**config.mk**
```make
export PLATFORM = sky130hd
export DESIGN_NAME = alu_result_stage_flat
export DESIGN_NICKNAME = d
export VERILOG_FILES = /design/src/rtl/alu_result_stage_if.sv /design/src/rtl/alu_result_stage.sv /design/src/flat_wrapper.sv
export SDC_FILE = /design/constraint.sdc
export NUM_CORES = 1
export LEC_CHECK = 0
export CORE_MARGIN = 2
export CORE_UTILIZATION = 50
export CTS_BUF_LIST = sky130_fd_sc_hd__clkbuf_8
export CTS_CLUSTER_SIZE = 25
export DETAILED_ROUTE_END_ITERATION = 8
export GPL_ROUTABILITY_DRIVEN = 0
export PLACE_DENSITY_LB_ADDON = 0.05
export SLEW_MARGIN = 20
export SYNTH_ARGS = -nofsm -noshare
export SYNTH_HDL_FRONTEND = slang
export SYNTH_SLANG_ARGS = --single-unit
```
**constraint.sdc**
```tcl
create_clock -name clk -period 6.5 [get_ports clk]
set_clock_uncertainty 0.05 [all_clocks]
set_input_delay 1.3 -clock clk [delete_from_list [all_inputs] [get_ports clk]]
set_output_delay 1.3 -clock clk [all_outputs]
set_load 0.02 [all_outputs]
```
**src/rtl/alu_result_stage_if.sv**
```systemverilog
// Handshake and data bundle between the ALU, the result stage and writeback.
// master drives the upstream entry and downstream ready; slave is the stage itself.
`ifndef WORD_LENGTH
`define WORD_LENGTH 32
`endif

interface alu_result_stage_if #(
    parameter int unsigned WIDTH = `WORD_LENGTH,
    parameter int unsigned RIDX  = 4
);
    logic             in_valid;
    logic             in_ready;
    logic [0:WIDTH-1] in_r;
    logic             in_c;
    logic             in_n;
    logic             in_z;
    logic [0:2]       in_cond;
    logic [0:1]       in_mode;
    logic [0:RIDX-1]  in_rd;
    logic             in_wen;
    logic             out_valid;
    logic             out_ready;
    logic [0:WIDTH-1] out_r;
    logic [0:RIDX-1]  out_rd;
    logic             out_wen;
    logic             out_cond;
    logic             out_c;

    modport master (
        output in_valid, in_r, in_c, in_n, in_z, in_cond, in_mode, in_rd, in_wen, out_ready,
        input  in_ready, out_valid, out_r, out_rd, out_wen, out_cond, out_c
    );

    modport slave (
        input  in_valid, in_r, in_c, in_n, in_z, in_cond, in_mode, in_rd, in_wen, out_ready,
        output in_ready, out_valid, out_r, out_rd, out_wen, out_cond, out_c
    );
endinterface

```
**src/rtl/alu_result_stage.sv**
```systemverilog
// Execute-stage output register: evaluates the branch/compare condition on the ALU flags,
// forms the writeback entry at accept time and holds it in a two-entry skid buffer.
`ifndef WORD_LENGTH
`define WORD_LENGTH 32
`endif

module alu_result_stage #(
    parameter int unsigned WIDTH = `WORD_LENGTH,
    parameter int unsigned RIDX  = 4
) (
    input logic               clk,
    input logic               rst,
    input logic               flush,
    alu_result_stage_if.slave bus
);
    typedef enum logic [1:0] {StEmpty, StOne, StTwo} state_e;

    typedef struct packed {
        logic [0:WIDTH-1] r;
        logic [0:RIDX-1]  rd;
        logic             wen;
        logic             cond;
        logic             c;
    } entry_t;

    state_e state_q, state_d;
    entry_t m_q, m_d;
    entry_t s_q, s_d;
    entry_t new_entry;
    logic   cv;
    logic   acc;
    logic   dq;

    // Condition evaluation and result forming happen once, at accept.
    always_comb begin
        cv = 1'b0;
        case (bus.in_cond)
            3'd0:    cv = bus.in_z;
            3'd1:    cv = bus.in_n;
            3'd2:    cv = ~bus.in_z;
            3'd3:    cv = bus.in_n | bus.in_z;
            3'd4:    cv = ~bus.in_n & ~bus.in_z;
            3'd5:    cv = ~bus.in_n;
            3'd6:    cv = bus.in_c;
            default: cv = ~bus.in_c;
        endcase

        new_entry = '{r: bus.in_r, rd: bus.in_rd, wen: bus.in_wen, cond: cv, c: bus.in_c};
        unique case (bus.in_mode)
            2'b01: begin
                new_entry.r          = '0;
                new_entry.r[WIDTH-1] = cv;
            end
            2'b10:   new_entry.wen = bus.in_wen & cv;
            default: ;
        endcase
    end

    // Ready depends only on registered state, so out_ready never reaches in_ready.
    assign bus.in_ready  = ~rst & (state_q != StTwo);
    assign bus.out_valid = ~rst & (state_q != StEmpty);
    assign acc           = bus.in_valid & bus.in_ready;
    assign dq            = bus.out_valid & bus.out_ready;

    always_comb begin
        state_d = state_q;
        m_d     = m_q;
        s_d     = s_q;
        case (state_q)
            StEmpty: begin
                if (acc) begin
                    state_d = StOne;
                    m_d     = new_entry;
                end
            end
            StOne: begin
                if (acc && dq) begin
                    m_d = new_entry;
                end else if (acc) begin
                    state_d = StTwo;
                    s_d     = new_entry;
                end else if (dq) begin
                    state_d = StEmpty;
                end
            end
            StTwo: begin
                if (dq) begin
                    state_d = StOne;
                    m_d     = s_q;
                end
            end
            default: state_d = StEmpty;
        endcase
        // A same-cycle dequeue still completes; everything else is dropped.
        if (flush) begin
            state_d = StEmpty;
        end
    end

    always_ff @(posedge clk) begin
        if (rst) begin
            state_q <= StEmpty;
        end else begin
            state_q <= state_d;
        end
        m_q <= m_d;
        s_q <= s_d;
    end

    assign bus.out_r    = bus.out_valid ? m_q.r    : '0;
    assign bus.out_rd   = bus.out_valid ? m_q.rd   : '0;
    assign bus.out_wen  = bus.out_valid & m_q.wen;
    assign bus.out_cond = bus.out_valid & m_q.cond;
    assign bus.out_c    = bus.out_valid & m_q.c;
endmodule
```
**src/flat_wrapper.sv**
```systemverilog
// flat-port wrapper written by rule: the top's interface ports become plain ports
module alu_result_stage_flat 
#(
    parameter int unsigned WIDTH = `WORD_LENGTH,
    parameter int unsigned RIDX  = 4
)
  (clk, rst, flush, bus_in_valid, bus_in_r, bus_in_c, bus_in_n, bus_in_z, bus_in_cond, bus_in_mode, bus_in_rd, bus_in_wen, bus_out_ready, bus_in_ready, bus_out_valid, bus_out_r, bus_out_rd, bus_out_wen, bus_out_cond, bus_out_c);
  alu_result_stage_if #(.WIDTH(WIDTH), .RIDX(RIDX)) bus_i ();
  input logic clk;
  input logic rst;
  input logic flush;
  input wire logic [$bits(bus_i.in_valid)-1:0] bus_in_valid;
  input wire logic [$bits(bus_i.in_r)-1:0] bus_in_r;
  input wire logic [$bits(bus_i.in_c)-1:0] bus_in_c;
  input wire logic [$bits(bus_i.in_n)-1:0] bus_in_n;
  input wire logic [$bits(bus_i.in_z)-1:0] bus_in_z;
  input wire logic [$bits(bus_i.in_cond)-1:0] bus_in_cond;
  input wire logic [$bits(bus_i.in_mode)-1:0] bus_in_mode;
  input wire logic [$bits(bus_i.in_rd)-1:0] bus_in_rd;
  input wire logic [$bits(bus_i.in_wen)-1:0] bus_in_wen;
  input wire logic [$bits(bus_i.out_ready)-1:0] bus_out_ready;
  output wire logic [$bits(bus_i.in_ready)-1:0] bus_in_ready;
  output wire logic [$bits(bus_i.out_valid)-1:0] bus_out_valid;
  output wire logic [$bits(bus_i.out_r)-1:0] bus_out_r;
  output wire logic [$bits(bus_i.out_rd)-1:0] bus_out_rd;
  output wire logic [$bits(bus_i.out_wen)-1:0] bus_out_wen;
  output wire logic [$bits(bus_i.out_cond)-1:0] bus_out_cond;
  output wire logic [$bits(bus_i.out_c)-1:0] bus_out_c;
  assign bus_i.in_valid = bus_in_valid;
  assign bus_i.in_r = bus_in_r;
  assign bus_i.in_c = bus_in_c;
  assign bus_i.in_n = bus_in_n;
  assign bus_i.in_z = bus_in_z;
  assign bus_i.in_cond = bus_in_cond;
  assign bus_i.in_mode = bus_in_mode;
  assign bus_i.in_rd = bus_in_rd;
  assign bus_i.in_wen = bus_in_wen;
  assign bus_i.out_ready = bus_out_ready;
  assign bus_in_ready = bus_i.in_ready;
  assign bus_out_valid = bus_i.out_valid;
  assign bus_out_r = bus_i.out_r;
  assign bus_out_rd = bus_i.out_rd;
  assign bus_out_wen = bus_i.out_wen;
  assign bus_out_cond = bus_i.out_cond;
  assign bus_out_c = bus_i.out_c;
  alu_result_stage #(.WIDTH(WIDTH), .RIDX(RIDX)) u_core (.clk(clk), .rst(rst), .flush(flush), .bus(bus_i));
endmodule
```
; ---- Yosys cells after proc, flatten, opt, wreduce, memory -nomap -nowiden
; Index checks and enable logic that the tools add are counted.
[totals]
n_memories = 0
ff_bits = 80
word_cells = 66
latchBits = 0
ram_bits = 0
rom_bits = 0
in_bits = 50
[classes]
muxes = 15
bitwise = 15
n_addsub = 0
mul = 0
n_lt_le_gt_ge = 0
n_eq_ne = 16
n_reduce_logical = 9
shifts = 0
div = 0
[ops]
columns = cell, n
row1 = 39-bit 2-to-1 mux, 3
row2 = 39-bit case mux with 3 select lines, 1
row3 = 32-bit 2-to-1 mux, 2
row4 = 2-bit 2-to-1 mux, 5
row5 = 1-bit AND, 9
row6 = "3-bit == test, second input constant", 3
row7 = 4-bit AND reduction, 2
row8 = 1-bit case mux with 7 select lines, 1
row9 = "3-bit by 2-bit == test with 1-bit output, second input constant", 2
row10 = "2-bit by 1-bit != test with 1-bit output, second input constant", 3
row11 = 2-bit case mux with 3 select lines, 1
row12 = 1-bit inverter, 5
row13 = "2-bit by 1-bit == test with 1-bit output, second input constant", 2
row14 = "2-bit == test, second input constant", 2
row15 = 4-bit 2-to-1 mux, 1
row16 = "2-bit != test, second input constant", 2
row17 = "3-bit by 1-bit == test with 1-bit output, second input constant", 1
row18 = 3-bit logical NOT, 1
row19 = "3-bit by 1-bit != test with 1-bit output, second input constant", 1
row20 = 3-bit AND reduction, 1
row21 = 3-bit nonzero test, 1
row22 = 2-bit logical NOT, 1
row23 = 2-bit nonzero test, 1
row24 = 2-bit OR reduction, 1
row25 = 3 further kinds, 3

; ---- Logic depth before layout (Yosys ltp)
; Gate-level depths: netlist of the first run.
[logic_depth]
ltp_word = 7
mapped_depth = 5
depth_no_buf = 4

; ---- Worst setup path before layout of the first run
; Ideal clock, no wire load.
[synth_path]
path_type = input -> register
startpoint = in bus_in_valid
endpoint = reg u_core.s_q[0] in the netlist's numbering, enable pin
required_time_ps = 5957
path_slack_ps = 1527
t_arrival_ps = 4431
path_stages = 2
setup_time_ps = 493
path_cell_list = nor2b_1 > nor3b_1
[synth_between]
elab_chain_cells = 4
[synth_lines]
columns = element, line
row1 = "start, declared", flat_wrapper.sv:12  ; input wire logic [$bits(bus_i.in_valid)-1:0] bus_in_valid;
row2 = 1-bit AND *, alu_result_stage.sv:62  ; assign acc = bus.in_valid & bus.in_ready;
row3 = 1-bit logical AND, alu_result_stage.sv:77  ; if (acc && dq) begin
row4 = 1-bit inverter (no line), --
row5 = 3-bit AND reduction (no line) *, --
row6 = "end signal, assigned", alu_result_stage.sv:107  ; s_q <= s_d;
row7 = "end, declared", alu_result_stage.sv:28  ; entry_t s_q, s_d;
; Every way passes the cells marked *; elsewhere a longest branch is shown, timed or not.
; A chain may end at the register's enable or synchronous reset.

; ---- Final worst setup path of the first run
[layout_path]
startpoint = in rst
endpoint = out bus_out_r[30]
[layout_between]
elab_chain_cells = 3
[layout_lines]
columns = element, line
row1 = "start, declared", flat_wrapper.sv:10  ; input logic rst;
row2 = 1-bit inverter, alu_result_stage.sv:61  ; assign bus.out_valid = ~rst & (state_q != StEmpty);
row3 = 1-bit AND, alu_result_stage.sv:61
row4 = 32-bit 2-to-1 mux, alu_result_stage.sv:110  ; assign bus.out_r = bus.out_valid ? m_q.r : '0;
row5 = "end, declared", flat_wrapper.sv:24  ; output wire logic [$bits(bus_i.out_r)-1:0] bus_out_r;
; No other way between the ends.

==> results.json, run 1 <==
{
  "viasPerCell": 4.92,
  "hold_start": "u_core.s_q[4]",
  "crit_top_cell": "clkdlybuf4s50_1",
  "avgSynthCellArea_um2": 14.2,
  "rr_worst_depth": 4,
  "drc": 0,
  "htreeDepth": 3,
  "yosys.area_share.xor_xnor_pct": 0.247,
  "fillCellCount": 508,
  "routed_wl_mm": 6.74,
  "period_share_pct": 69.5,
  "drtAntennaViolNets": 0,
  "cp_max_fo": 40,
  "crit_type": "input port to primary output",
  "nets": 393,
  "synthesis.area_um2": 3540,
  "ys_seq_area_share_pct": 67.3,
  "cp-end-kind": "primary output",
  "dp_hpwl_mm": 4.38,
  "setup_viol": 0,
  "globalRouteOverflowTotal": 0,
  "antenna_found_initial": 0,
  "crit_chain": "clkdlybuf4s50_1 > nor2_2 > buf_4 > and2_1 > clkdlybuf4s50_1",
  "cp_slowest_cell": "clkdlybuf4s50_1",
  "yosys.area_share.simple_pct": 17.8,
  "synthAdderAreaFrac_pct": 0,
  "dieArea_um2": 7770,
  "postCtsHoldBufs": 0,
  "globalRouteTotalUtil_pct": 18.4,
  "worst_pin_slew_ns": 0.994,
  "r2r_end": "u_core.m_q[30]",
  "first_pass_iters": 4,
  "yosys_warnings": 0,
  "start_util_pct": 51.8,
  "r2r_slack_ns": 4.34,
  "grt_start_max_net_pins": 41,
  "synth_fp_nets": 300,
  "finalWorstSetupSlack_ns": 1.98,
  "vdd_ir_drop_max_mv": 0.150,
  "drv_slew": 0,
  "n_antenna_cell": 0,
  "drtIter0Drc": 129,
  "cts.clk_slew.worst_paths_ns": 0.08,
  "fmax_mhz": 221,
  "cts_tree": "yes",
  "cts_setup_buffers": 0,
  "grt_pass1_wl_mm": 10.6,
  "fin_hold_ws_ns": 0.480,
  "ff_latch_area_um2": 2380,
  "core_um2": 6830,
  "synthToLayoutAreaGrowth_pct": 34.2,
  "clock_path_buffers": 2,
  "path_delay_family": "buffers and inverters",
  "synth_top_family_by_area": "simple AND/OR/NAND/NOR gates",
  "synth-compound-area-share_pct": 2.97,
  "hold-path-endpoint": "u_core.m_q[4]",
  "portBuffers": 90,
  "cts_sinks": 80,
  "crit_arrival_ns": 3.17,
  "rsz0062_at_grt": "false",
  "first_global_vias": 2195,
  "crit_buf_inv": 3,
  "hold_viol": 0,
  "drive_gt1_share_pct": 16.4,
  "p_leak_uw": 0.00167,
  "slew_headroom_pct": 33.8,
  "cts-resized-gates": 0,
  "max_stage_delay_ns": 0.60,
  "tns_ns": 0,
  "multi_input_area_um2": 1130,
  "cp-start-kind": "input port",
  "rows": 30,
  "worstReg2RegStart": "u_core.state_q[1]",
  "p_per_area_nw_per_um2": 220,
  "clk_latency_ns": 0.34,
  "wl_per_cell_um": 15.2,
  "die_x_um": 88.2,
  "ios": 91,
  "hp-class": "flip-flop to flip-flop",
  "period_needed_ns": 4.52,
  "ys_ff_latch": 80,
  "outcome": "completed",
  "required_ns": 5.15,
  "root_buffer": "clkbuf_8",
  "vias": 2185,
  "ys_types": 28,
  "cts_buffers": 9,
  "holdPathStages": 2,
  "postLayoutCoreUtil_pct": 69.6,
  "synth_cells": 250,
  "drv_cap": 0,
  "synthMuxAreaShare_pct": 10.1,
  "pre_cts_ws_ns": 1.96,
  "die_height_um": 88.2
}
where the power goes:
| part | internal, uW | switching [uW] |
|---|---|---|
| clock | 174 | 171 |
| combinational | 62.3 | 46.9 |
| sequential | 585 | 4.15 |
| total | 822 | 222 |
cell usage in the layout (no fill, tap or decap), drive strengths merged:
cell type	Yosys	routed
clkdlybuf4s50	0	90
edfxtp	78	78
and2	71	71
mux2	31	31
nand2	18	18
clkbuf	7	9
a21oi	7	7
nor2	5	5
nand2b	5	5
buf	5	4
nor2b	3	3
clkinv	0	3
nand3	2	2
inv	1	2
clkinvlp	0	2
dfxtp	2	2
xor2	1	1
or2b	1	1
o32a	1	1
o21ai	1	1
and3	1	1
o31ai	1	1
a21boi	1	1
mux2i	1	1
a31oi	1	1
nor3b	1	1
nand3b	1	1
o21a	1	1
o22a	1	1
nor3	1	1
nor4	1	1
bufinv	0	1
worst register-to-register path: cells and delay by family, from the launching register on:
family                 cells  cell delay, ns
AO/OA/AOI/OAI              1            0.59
buffers and inverters      1            0.42
flip-flops                 1            0.38
AND/OR/NAND/NOR            2            0.40
stage by stage:
step / cells / total power, uW / cell area [um^2]
global route: 444 / 1090 / 4750
CTS: 444 / 1050 / 4750
detailed placement: 428 / 711 / 4560
floorplan: 250 / 654 / 3540
global placement: 428 / 708 / 4560
finish: 444 / 1040 / 4750
state kept, by name, indices dropped and copies added (netlist names):
register        count
u_core.s_q         39
u_core.m_q         39
u_core.state_q      2
area by class of cell:
cell class                      instances  area share [%]
Sequential cell                        80            50.1
Multi-Input combinational cell        157            23.7
Timing Repair Buffer                   94            19.6
Clock buffer                            9            2.61
Tap cell                               96            2.53
Clock inverter                          7            1.34
Inverter                                1          0.0790
kinds of logic after synthesis:
family,count (synthesis)
and+or+nand+nor,110
buffers and inverters,13
DFF,80
AOI/OAI and AO/OA,14
xor gates and xnor gates,1
muxes,32
synthesized netlist by cell type:
cell	instances	area, um^2
inv_1	1	3.75
nor2b_1	3	18.8
xor2_1	1	8.76
nand2b_1	5	31.3
nor4_1	1	6.26
a21oi_1	7	35.0
or2b_1	1	7.51
and3_1	1	6.26
nor2_1	5	18.8
nand2_1	18	67.6
o21a_1	1	7.51
a31oi_1	1	6.26
o22a_1	1	8.76
and2_1	71	444
nand3b_1	1	7.51
dfxtp_1	2	40.0
mux2i_1	1	10.0
o21ai_0	1	5.00
nor3_1	1	5.00
nand3_1	2	10.0
mux2_2	31	349
a21boi_1	1	7.51
o32a_4	1	22.5
buf_2	5	25.0
nor3b_1	1	7.51
o31ai_2	1	12.5
clkbuf_1	7	26.3
edfxtp_1	78	2340
routing by layer:
layer | vias up | routed length, um | GRT usage, %
li1 | 1069 | - | -
met3 | 6 | 335 | 3.58
met5 | - | 0 | 0
met1 | 1046 | 2950 | 23.1
met4 | 0 | 59 | 7.99
met2 | 64 | 3390 | 31.3
worst max path at each step:
stage	start	depth (start not counted)	slack [ns]	to
floorplan	bus_in_valid	2	1.53	u_core.s_q[0]
global placement	rst	5	2.01	bus_out_r[17]
detailed placement	rst	5	1.96	bus_out_r[23]
CTS	rst	5	1.95	bus_out_r[30]
global route	rst	5	1.85	bus_out_r[30]
finish	rst	5	1.98	bus_out_r[30]
Power figures use the tool's default switching activity.
==> run 2: changes to the inputs <==
--- a/config.mk
+++ b/config.mk
@@ -6,7 +6,7 @@
 export NUM_CORES = 1
 export LEC_CHECK = 0
 export CORE_MARGIN = 2
-export CORE_UTILIZATION = 50
+export CORE_UTILIZATION = 46
 export CTS_BUF_LIST = sky130_fd_sc_hd__clkbuf_8
 export CTS_CLUSTER_SIZE = 25
 export DETAILED_ROUTE_END_ITERATION = 8
==> constraint.sdc (replaced) <==
create_clock -name clk -period 3.81 [get_ports clk]
set_clock_uncertainty 0.05 [all_clocks]
set_input_delay 0.762 -clock clk [delete_from_list [all_inputs] [get_ports clk]]
set_output_delay 0.762 -clock clk [all_outputs]
set_load 0.02 [all_outputs]
==> results.json, run 2 (same netlist as run 1, synthesis figures left out) <==
{
  "crit_arrival_ns": 2.55,
  "multi_input_area_um2": 1130,
  "globalRouteTotalUtil_pct": 17.1,
  "drtAntennaViolNets": 0,
  "clk_latency_ns": 0.34,
  "tns_ns": 0,
  "outcome": "completed",
  "slew_headroom_pct": 33.0,
  "period_share_pct": 88.1,
  "root_buffer": "clkbuf_8",
  "cts_sinks": 80,
  "cts.clk_slew.worst_paths_ns": 0.07,
  "vdd_ir_drop_max_mv": 0.336,
  "r2r_slack_ns": 1.76,
  "core_um2": 7370,
  "setup_viol": 0,
  "n_antenna_cell": 0,
  "ios": 91,
  "drtIter0Drc": 77,
  "postCtsHoldBufs": 0,
  "p_leak_uw": 0.00174,
  "drive_gt1_share_pct": 16.6,
  "fin_hold_ws_ns": 0.464,
  "p_per_area_nw_per_um2": 420,
  "fillCellCount": 560,
  "cp_max_fo": 40,
  "drv_cap": 0,
  "start_util_pct": 48.0,
  "cts_setup_buffers": 0,
  "grt_pass1_wl_mm": 11.0,
  "wl_per_cell_um": 14.9,
  "globalRouteOverflowTotal": 0,
  "htreeDepth": 3,
  "nets": 395,
  "vias": 2195,
  "ff_latch_area_um2": 2380,
  "cts_tree": "yes",
  "dieArea_um2": 8420,
  "viasPerCell": 4.89,
  "first_pass_iters": 4,
  "dp_hpwl_mm": 4.19,
  "antenna_found_initial": 0,
  "required_ns": 3.00,
  "largestRegisters": "u_core.m_q x39, u_core.s_q x39, u_core.state_q x2",
  "fmax_mhz": 298,
  "rows": 31,
  "grt_start_max_net_pins": 41,
  "cts_buffers": 9,
  "crit_type": "input port to primary output",
  "drv_slew": 0,
  "worst_pin_slew_ns": 1.01,
  "clock_path_buffers": 2,
  "hold_viol": 0,
  "final_common_cell": "clkdlybuf4s50_1",
  "cp-end-kind": "primary output",
  "final_cell_mix": "clkdlybuf4s50_1 (90), edfxtp_1 (78), and2_1 (71)",
  "first_global_vias": 2216,
  "rsz0062_at_grt": "false",
  "synthToLayoutAreaGrowth_pct": 37.9,
  "die_x_um": 91.7,
  "routed_wl_mm": 6.67,
  "drc": 0,
  "hp-class": "flip-flop to flip-flop",
  "period_needed_ns": 3.36,
  "cp-start-kind": "input port",
  "die_height_um": 91.7,
  "portBuffers": 90,
  "cts-resized-gates": 0
}
[run 2: changes by cell type in the layout (fill, tap and decap cells not counted)]
cell / change
buf_12: +1
buf_4: +1
bufinv_16: +4
clkinv_2: -2
clkinvlp_4: -2
nand2b_1: +1
nand2b_2: -1
nor3b_2: -1
nor3b_4: +1
[run 2: final timing paths]
kind	start	endpoint	cells after the start
hold reg to reg	u_core.s_q[3]	u_core.m_q[3]	2
setup reg to reg	u_core.state_q[0]	u_core.m_q[7]	4
setup / recovery	rst	bus_out_r[19]	5
hold / removal	u_core.s_q[3]	u_core.m_q[3]	2
[run 2: worst max-delay path, stage by stage]
cell and delay [ns]:
clkdlybuf4s50_1 0.58, nor2_2 0.23, buf_12 0.20, and2_1 0.16
clkdlybuf4s50_1 0.61
[run 2: area by class of cell]
type                    count  area share (%)
flip-flops and latches     80            48.8
multi-input cells         157            23.2
repair buffers             96            19.6
clock inverters             7            3.25
clock buffers               9            2.54
well taps                  99            2.54
inverters                   1          0.0769
[run 2: metal layers]
| layer | wire length (um) | up-vias | global-route usage, % |
|---|---|---|---|
| li1 | - | 1078 | - |
| met1 | 2910 | 1041 | 21.1 |
| met2 | 3250 | 68 | 27.9 |
| met3 | 413 | 8 | 5.59 |
| met4 | 102 | 0 | 6.47 |
| met5 | 0 | - | 0 |
[run 2: where the power goes]
| group | total [uW] | internal (uW) | switching, uW |
|---|---|---|---|
| sequential | 1010 | 999 | 6.28 |
| clock | 858 | 564 | 294 |
| combinational | 188 | 108 | 79.9 |
[run 2: stage by stage]
step	instance area (um^2)	cells	setup WS, ns	util, %	total power, uW
final	4880	449	0.452	66.2	2050
after global routing	4880	449	0.379	66.2	2130
after CTS	4880	449	0.447	66.2	2070
after detailed placement	4600	433	0.447	62.4	1210
after global placement	4600	433	0.468	62.4	1210
after floorplan	3550	250	0.337	-	1120
